**src/rtl/wb_regfile_pkg.sv**
```systemverilog
// ============================================================================
// Module : wb_regfile_pkg
// Brief  : Mipu opcode encodings, register-file geometry and the writing-set
//          predicate shared by ID, the hazard unit and write-back.
// Rev    : 1.0
// ============================================================================
`default_nettype none

package wb_regfile_pkg;

  localparam int c_OP_W   = 5;
  localparam int c_REG_AW = 3;
  localparam int c_NREG   = 8;

  // Pipeline run state
  localparam logic c_EXEC = 1'b1;
  localparam logic c_IDLE = 1'b0;

  localparam logic [c_OP_W-1:0] c_OP_NOP   = 5'b00000;
  localparam logic [c_OP_W-1:0] c_OP_HALT  = 5'b00001;
  localparam logic [c_OP_W-1:0] c_OP_LOAD  = 5'b00010;
  localparam logic [c_OP_W-1:0] c_OP_STORE = 5'b00011;
  localparam logic [c_OP_W-1:0] c_OP_SLL   = 5'b00100;
  localparam logic [c_OP_W-1:0] c_OP_SLA   = 5'b00101;
  localparam logic [c_OP_W-1:0] c_OP_SRL   = 5'b00110;
  localparam logic [c_OP_W-1:0] c_OP_SRA   = 5'b00111;
  localparam logic [c_OP_W-1:0] c_OP_ADD   = 5'b01000;
  localparam logic [c_OP_W-1:0] c_OP_ADDI  = 5'b01001;
  localparam logic [c_OP_W-1:0] c_OP_SUB   = 5'b01010;
  localparam logic [c_OP_W-1:0] c_OP_SUBI  = 5'b01011;
  localparam logic [c_OP_W-1:0] c_OP_CMP   = 5'b01100;
  localparam logic [c_OP_W-1:0] c_OP_AND   = 5'b01101;
  localparam logic [c_OP_W-1:0] c_OP_OR    = 5'b01110;
  localparam logic [c_OP_W-1:0] c_OP_XOR   = 5'b01111;
  localparam logic [c_OP_W-1:0] c_OP_LDIH  = 5'b10000;
  localparam logic [c_OP_W-1:0] c_OP_ADDC  = 5'b10001;
  localparam logic [c_OP_W-1:0] c_OP_SUBC  = 5'b10010;
  localparam logic [c_OP_W-1:0] c_OP_JUMP  = 5'b11000;
  localparam logic [c_OP_W-1:0] c_OP_JMPR  = 5'b11001;
  localparam logic [c_OP_W-1:0] c_OP_BZ    = 5'b11010;
  localparam logic [c_OP_W-1:0] c_OP_BNZ   = 5'b11011;
  localparam logic [c_OP_W-1:0] c_OP_BN    = 5'b11100;
  localparam logic [c_OP_W-1:0] c_OP_BNN   = 5'b11101;
  localparam logic [c_OP_W-1:0] c_OP_BC    = 5'b11110;
  localparam logic [c_OP_W-1:0] c_OP_BNC   = 5'b11111;

  // Opcodes that retire a result into gr[ir[10:8]]; everything else,
  // including undefined encodings, leaves the register file untouched.
  function automatic logic is_wb_op(input logic [c_OP_W-1:0] opcode);
    case (opcode)
      c_OP_LOAD, c_OP_LDIH,
      c_OP_ADD,  c_OP_ADDI, c_OP_ADDC,
      c_OP_SUB,  c_OP_SUBI, c_OP_SUBC,
      c_OP_AND,  c_OP_OR,   c_OP_XOR,
      c_OP_SLL,  c_OP_SRL,  c_OP_SLA, c_OP_SRA: is_wb_op = 1'b1;
      default:                                  is_wb_op = 1'b0;
    endcase
  endfunction

endpackage

`default_nettype wire

```
**src/rtl/regfile_8x16.sv**
```systemverilog
// ============================================================================
// Module : regfile_8x16
// Brief  : Eight general registers, one write port, parallel read taps and a
//          combinational debug read mux.
// Rev    : 1.0
// ============================================================================
`default_nettype none

module regfile_8x16
  import wb_regfile_pkg::*;
#(
  parameter int                DATA_W  = 16,
  parameter logic [DATA_W-1:0] RST_VAL = '0
) (
  input  logic                              clock,
  input  logic                              reset,
  input  logic                              i_we,
  input  logic [c_REG_AW-1:0]               i_waddr,
  input  logic [DATA_W-1:0]                 i_wdata,
  input  logic [c_REG_AW-1:0]               i_dbg_sel,
  output logic [c_NREG-1:0][DATA_W-1:0]     o_gr,
  output logic [DATA_W-1:0]                 o_dbg_data
);

  logic [c_NREG-1:0][DATA_W-1:0] r_gr;

  always_ff @(posedge clock or negedge reset) begin
    if (!reset) begin
      for (int i = 0; i < c_NREG; i++) begin
        r_gr[i] <= RST_VAL;
      end
    end else if (i_we) begin
      r_gr[i_waddr] <= i_wdata;
    end
  end

  assign o_gr = r_gr;

  // Reads the stored value, so a register being written shows its old value.
  assign o_dbg_data = r_gr[i_dbg_sel];

endmodule

`default_nettype wire

```
**src/rtl/wb_regfile.sv**
```systemverilog
// ============================================================================
// Module : wb_regfile
// Brief  : Mipu write-back stage register, commit control, HALT retirement
//          and the general register file read by ID.
// Rev    : 1.0
// ============================================================================
`default_nettype none

module wb_regfile
  import wb_regfile_pkg::*;
#(
  parameter int                DATA_W  = 16,
  parameter logic [DATA_W-1:0] RST_VAL = '0
) (
  input  logic              clock,
  input  logic              reset,
  input  logic              state,
  input  logic [15:0]       mem_ir,
  input  logic [DATA_W-1:0] mem_result,
  output logic [15:0]       wb_ir,
  output logic [DATA_W-1:0] wb_result,
  output logic [DATA_W-1:0] gr0,
  output logic [DATA_W-1:0] gr1,
  output logic [DATA_W-1:0] gr2,
  output logic [DATA_W-1:0] gr3,
  output logic [DATA_W-1:0] gr4,
  output logic [DATA_W-1:0] gr5,
  output logic [DATA_W-1:0] gr6,
  output logic [DATA_W-1:0] gr7,
  output logic              wb_we,
  output logic              halted,
  input  logic [2:0]        dbg_sel,
  output logic [DATA_W-1:0] dbg_data
);

  logic [15:0]                   r_wb_ir;
  logic [DATA_W-1:0]             r_wb_result;
  logic                          r_halted;
  logic [c_OP_W-1:0]             w_opcode;
  logic                          w_run;
  logic                          w_we;
  logic [c_NREG-1:0][DATA_W-1:0] w_gr;

  assign w_opcode = r_wb_ir[15:11];
  assign w_run    = (state == c_EXEC) && !r_halted;
  assign w_we     = w_run && is_wb_op(w_opcode);

  // The commit below reads the outgoing wb_ir/wb_result on the same edge
  // that this register captures the next instruction.
  always_ff @(posedge clock or negedge reset) begin
    if (!reset) begin
      r_wb_ir     <= '0;
      r_wb_result <= '0;
      r_halted    <= 1'b0;
    end else if (w_run) begin
      r_wb_ir     <= mem_ir;
      r_wb_result <= mem_result;
      if (w_opcode == c_OP_HALT) begin
        r_halted <= 1'b1;
      end
    end
  end

  regfile_8x16 #(
    .DATA_W  (DATA_W),
    .RST_VAL (RST_VAL)
  ) u_rf (
    .clock      (clock),
    .reset      (reset),
    .i_we       (w_we),
    .i_waddr    (r_wb_ir[10:8]),
    .i_wdata    (r_wb_result),
    .i_dbg_sel  (dbg_sel),
    .o_gr       (w_gr),
    .o_dbg_data (dbg_data)
  );

  assign wb_ir     = r_wb_ir;
  assign wb_result = r_wb_result;
  assign wb_we     = w_we;
  assign halted    = r_halted;
  assign gr0       = w_gr[0];
  assign gr1       = w_gr[1];
  assign gr2       = w_gr[2];
  assign gr3       = w_gr[3];
  assign gr4       = w_gr[4];
  assign gr5       = w_gr[5];
  assign gr6       = w_gr[6];
  assign gr7       = w_gr[7];

endmodule

`default_nettype wire

```
**config.mk**
```make
export PLATFORM = sky130hd
export DESIGN_NAME = wb_regfile
export DESIGN_NICKNAME = d
export VERILOG_FILES = /design/src/rtl/wb_regfile_pkg.sv /design/src/rtl/regfile_8x16.sv /design/src/rtl/wb_regfile.sv
export SDC_FILE = /design/constraint.sdc
export NUM_CORES = 1
export LEC_CHECK = 0
export ABC_AREA = 1
export ABC_CLOCK_PERIOD_IN_PS = 4450
export CAP_MARGIN = 20
export CORE_MARGIN = 4
export CORE_UTILIZATION = 53
export DETAILED_ROUTE_END_ITERATION = 10
export PLACE_DENSITY = 0.86
export SLEW_MARGIN = 40
export SYNTH_ARGS = -nofsm -noshare
export SYNTH_HDL_FRONTEND = slang
export SYNTH_SLANG_ARGS = --single-unit
export TNS_END_PERCENT = 1
```
**constraint.sdc**
```tcl
create_clock -name clock -period 4.45 [get_ports clock]
set_input_delay 0.89 -clock clock [delete_from_list [all_inputs] [get_ports clock]]
set_output_delay 0.89 -clock clock [all_outputs]
set_load 0.005 [all_outputs]
```
==> metrics.txt <==
# TYPE chip_impl_metric gauge
chip_impl_metric{name="ys_types",unit=""} 24
chip_impl_info{name="synthFlopType",value="sky130_fd_sc_hd__dfrtp_1"} 1
chip_impl_metric{name="static-leakage-power",unit="nW"} 5.10
chip_impl_metric{name="cts_resized",unit=""} 0
chip_impl_metric{name="worst_setup_hold_path_clk_slew",unit="ns"} 0.06
chip_impl_metric{name="overall_die_area",unit="um2"} 17300
chip_impl_metric{name="total_non_filler_cell_area_in_the_finished_layout",unit="um2"} 10700
chip_impl_metric{name="post_synthesis_instance_area",unit="um2"} 8080
chip_impl_metric{name="routed_wirelength",unit="um"} 29000
chip_impl_metric{name="grt_pass1_wl",unit="um"} 44700
chip_impl_info{name="cts_tree",value="yes"} 1
chip_impl_metric{name="ioPinCount",unit=""} 216
chip_impl_info{name="critPathLaunch",value="dbg_sel[0]"} 1
chip_impl_metric{name="initial_utilization",unit="%"} 54.8
chip_impl_metric{name="replace_congestion",unit=""} 0.911
chip_impl_metric{name="fin_crit_sh",unit="%"} 82.5
chip_impl_metric{name="detailedRoute.firstIterationViolations",unit=""} 1170
chip_impl_metric{name="worst_case_clock_buffer_depth",unit=""} 2
chip_impl_metric{name="cpPeakStageDelay",unit="ns"} 0.51
chip_impl_metric{name="post_syn_area_per_cell",unit="um2"} 8.01
chip_impl_metric{name="cts_htree_levels",unit=""} 4
chip_impl_metric{name="num_antenna_cells",unit=""} 0
chip_impl_metric{name="drt-wirelength-per-cell",unit="um"} 21.3
chip_impl_metric{name="postCtsSetupBuffers",unit=""} 0
chip_impl_metric{name="syn-num-nets",unit=""} 1047
chip_impl_metric{name="global_route.usage.met3",unit="%"} 10.9
chip_impl_metric{name="postSynthRegisterBits",unit=""} 161
chip_impl_metric{name="die_h",unit="um"} 131
chip_impl_metric{name="pins_over_slew_limit",unit=""} 0
chip_impl_metric{name="number_of_enable_flip_flop_cells_after_synthesis",unit=""} 0
chip_impl_metric{name="total_routing_resource_utilization_after_global_routing",unit="%"} 32.9
chip_impl_metric{name="remaining_drc_errors",unit=""} 0
chip_impl_metric{name="final.min_clock_period",unit="ns"} 3.67
chip_impl_metric{name="floorplan_die_width",unit="um"} 131
chip_impl_metric{name="floorplan.rows",unit=""} 44
chip_impl_info{name="grt-busiest-layer",value="met2"} 1
chip_impl_metric{name="yosysWarningCount",unit=""} 0
chip_impl_metric{name="finalSetupViolCount",unit=""} 0
chip_impl_metric{name="use_met1",unit="%"} 43.5
chip_impl_metric{name="gr-total-overflow",unit=""} 0
chip_impl_info{name="timing.rr.start",value="wb_ir[13]"} 1
chip_impl_metric{name="detail_route.vias_per_cell",unit=""} 6.09
chip_impl_metric{name="placement.io_buffers",unit=""} 215
chip_impl_info{name="synth_largest_area_cell",value="sky130_fd_sc_hd__dfrtp_1"} 1
chip_impl_metric{name="postCtsHoldBufs",unit=""} 0
chip_impl_metric{name="ir_drop",unit="uV"} 547
chip_impl_metric{name="post_synth_inst_count",unit=""} 1009
chip_impl_info{name="unrepaired_setup_endpoints_after_global_routing",value="false"} 1
chip_impl_metric{name="synth_top_area_share",unit="%"} 49.9
chip_impl_metric{name="post_place_cell_area",unit="um2"} 10100
chip_impl_metric{name="postRouteAntennaNets",unit=""} 0
chip_impl_metric{name="max_capacitance_violation_count",unit=""} 0
chip_impl_metric{name="ratio_of_cells_with_drive_above_1_in_the_final_layout",unit="%"} 6.19
chip_impl_metric{name="sequential_share_of_the_synthesized_area",unit="%"} 49.9
chip_impl_info{name="hold_class",value="in -> async"} 1
chip_impl_metric{name="fin_setup_tns",unit="ns"} 0
chip_impl_metric{name="clock_skew",unit="ns"} 0.00630
chip_impl_metric{name="clock_sinks",unit=""} 161
chip_impl_metric{name="grt_max_degree",unit=""} 137
chip_impl_metric{name="critPathArrivalTime",unit="ns"} 2.78
chip_impl_info{name="crit_type",value="in -> out"} 1
chip_impl_info{name="synth_common_cells",value="394 x sky130_fd_sc_hd__nand2_1, 161 x sky130_fd_sc_hd__dfrtp_1, 128 x sky130_fd_sc_hd__nand4_1"} 1
chip_impl_metric{name="antenna_found_initial",unit=""} 0
chip_impl_info{name="crit_path_top_delay_cell",value="sky130_fd_sc_hd__buf_4"} 1
chip_impl_metric{name="fp.coreArea",unit="um2"} 14800
chip_impl_metric{name="fin_util",unit="%"} 72.2
chip_impl_metric{name="m2_gr_usage",unit="%"} 50.9
chip_impl_info{name="status",value="finished clean"} 1
chip_impl_metric{name="timing_hold_violations_final",unit=""} 0
chip_impl_info{name="crit_chain",value="buf_2, buf_4, nor2_1, nor2_1, o21ai_0, o21ai_0, nand2_1, nand2_1, clkdlybuf4s50_1"} 1
chip_impl_metric{name="maxSlewHeadroom",unit="%"} 42.2
chip_impl_metric{name="critical_path_required",unit="ns"} 3.56
chip_impl_metric{name="place_hpwl",unit="um"} 19300
chip_impl_metric{name="flow.area_growth_from_synthesis",unit="%"} 31.8
chip_impl_info{name="synth.area.top_cells",value="sky130_fd_sc_hd__dfrtp_1 50%, sky130_fd_sc_hd__nand2_1 18%, sky130_fd_sc_hd__nand4_1 9.9%, sky130_fd_sc_hd__o21ai_0 5.3%, sky130_fd_sc_hd__nor2_1 4.6%"} 1
chip_impl_info{name="yosysMostFrequentCell",value="sky130_fd_sc_hd__nand2_1"} 1
chip_impl_metric{name="drt_first_pass_iters",unit=""} 6
chip_impl_metric{name="power_density",unit="nW/um2"} 730
chip_impl_info{name="timing.critical_path.from_type",value="input port"} 1
chip_impl_metric{name="grt_pass1_vias",unit=""} 7745
chip_impl_metric{name="vias",unit=""} 8300
chip_impl_info{name="cp-end-kind",value="primary output"} 1
chip_impl_metric{name="layout.nets",unit=""} 1206
chip_impl_metric{name="async_flop_share",unit="%"} 100
chip_impl_info{name="clock-root-buffer",value="sky130_fd_sc_hd__clkbuf_16"} 1
chip_impl_metric{name="fillCellCount",unit=""} 1097
chip_impl_metric{name="cts_buffers",unit=""} 17
chip_impl_metric{name="clock_insertion_delay_worst_skew",unit="ns"} 0.44
chip_impl_metric{name="fmax",unit="MHz"} 272
chip_impl_metric{name="worst_slew_pin_slew",unit="ns"} 0.864
chip_impl_metric{name="path_max_fanout",unit=""} 64
-- worst max-delay path, delay by kind of cell --
kind,cells,cell delay [ns]
AOI/OAI and AO/OA,2,0.25
buffers and inverters,3,1.12
and+or+nand+nor,4,0.49
-- state kept, by name, indices dropped and copies added (netlist names) --
| signal | cells |
|---|---|
| wb_ir | 16 |
| u_rf.o_gr | 128 |
| wb_result | 16 |
| halted | 1 |
-- metrics by stage --
| step | setup slack [ns] | hold slack (ns) | std cells | power (W) |
|---|---|---|---|---|
| after floorplan | 1.86 | 0.465 | 1009 | 0.00431 |
| after global placement | 0.875 | 0.454 | 1331 | 0.00622 |
| after detailed placement | 0.858 | 0.462 | 1331 | 0.00629 |
| after CTS | 0.848 | 0.473 | 1362 | 0.00770 |
| after global routing | 0.691 | 0.295 | 1364 | 0.00815 |
| final | 0.778 | 0.287 | 1364 | 0.00778 |
-- per-layer routing --
metal / wire length, um / share of wire, %
met5: 0 / 0
met4: 1060 / 3.7
met3: 3990 / 14
met2: 13200 / 45
met1: 10800 / 37
-- final cells by class --
class                      instances  area, um2  share of cell area (%)
sequential                       161       4030                    37.8
multi-input combinational        744       3450                    32.4
timing repair buffer             234       2350                    22.1
clock buffer                      25        495                    4.65
tap                              184        230                    2.16
clock inverter                     6       55.1                   0.517
inverter                          10       42.5                   0.399
-- where the power goes --
group | switching, W | internal, W | leakage [nW] | total [W]
logic | 0.00161 | 0.00160 | 2.74 | 0.00321
clock network | 0.000568 | 0.000820 | 0.277 | 0.00139
registers | 0.00107 | 0.00210 | 2.08 | 0.00318
-- cells by family (layout without fill, tap and decap cells) --
group | count (synthesis) | after routing | share of synthesized area, %
and+or+nand+nor | 641 | 641 | 36.1
buffers and inverters | 104 | 275 | 7.65
DFF | 161 | 161 | 49.9
AOI/OAI and AO/OA | 103 | 103 | 6.44
-- cell usage in the layout, fill, tap and decap left out, types with 2 or more instances in the layout --
master and n:
sky130_fd_sc_hd__nand2_1 393, sky130_fd_sc_hd__clkdlybuf4s50_1 212, sky130_fd_sc_hd__dfrtp_1 161, sky130_fd_sc_hd__nand4_1 128
sky130_fd_sc_hd__nor2_1 98, sky130_fd_sc_hd__o21ai_0 86, sky130_fd_sc_hd__clkbuf_16 17, sky130_fd_sc_hd__o21ai_1 15
sky130_fd_sc_hd__buf_4 14, sky130_fd_sc_hd__nor3_4 8, sky130_fd_sc_hd__nand3_2 5, sky130_fd_sc_hd__clkinv_2 5
sky130_fd_sc_hd__inv_1 4, sky130_fd_sc_hd__inv_2 4, sky130_fd_sc_hd__clkbuf_8 4, sky130_fd_sc_hd__clkbuf_1 4
sky130_fd_sc_hd__nand3_4 3, sky130_fd_sc_hd__buf_12 3, sky130_fd_sc_hd__nand3_1 2, sky130_fd_sc_hd__nand2_4 2
sky130_fd_sc_hd__buf_2 2
-- worst paths after layout --
| path | to | slack, ns | cells past startpoint |
|---|---|---|---|
| worst min-delay path | u_rf.o_gr[60] | 0.29 | 1 |
| min in group clock | wb_ir[2] | 0.47 | 2 |
| max in group asynchronous | u_rf.o_gr[125] | 3.51 | 2 |
| worst max register to register | u_rf.o_gr[19] | 1.96 | 9 |
| worst min register to register | wb_ir[2] | 0.47 | 2 |
| worst max-delay path | dbg_data[3] | 0.78 | 9 |
(Power assumes the default switching activity.)
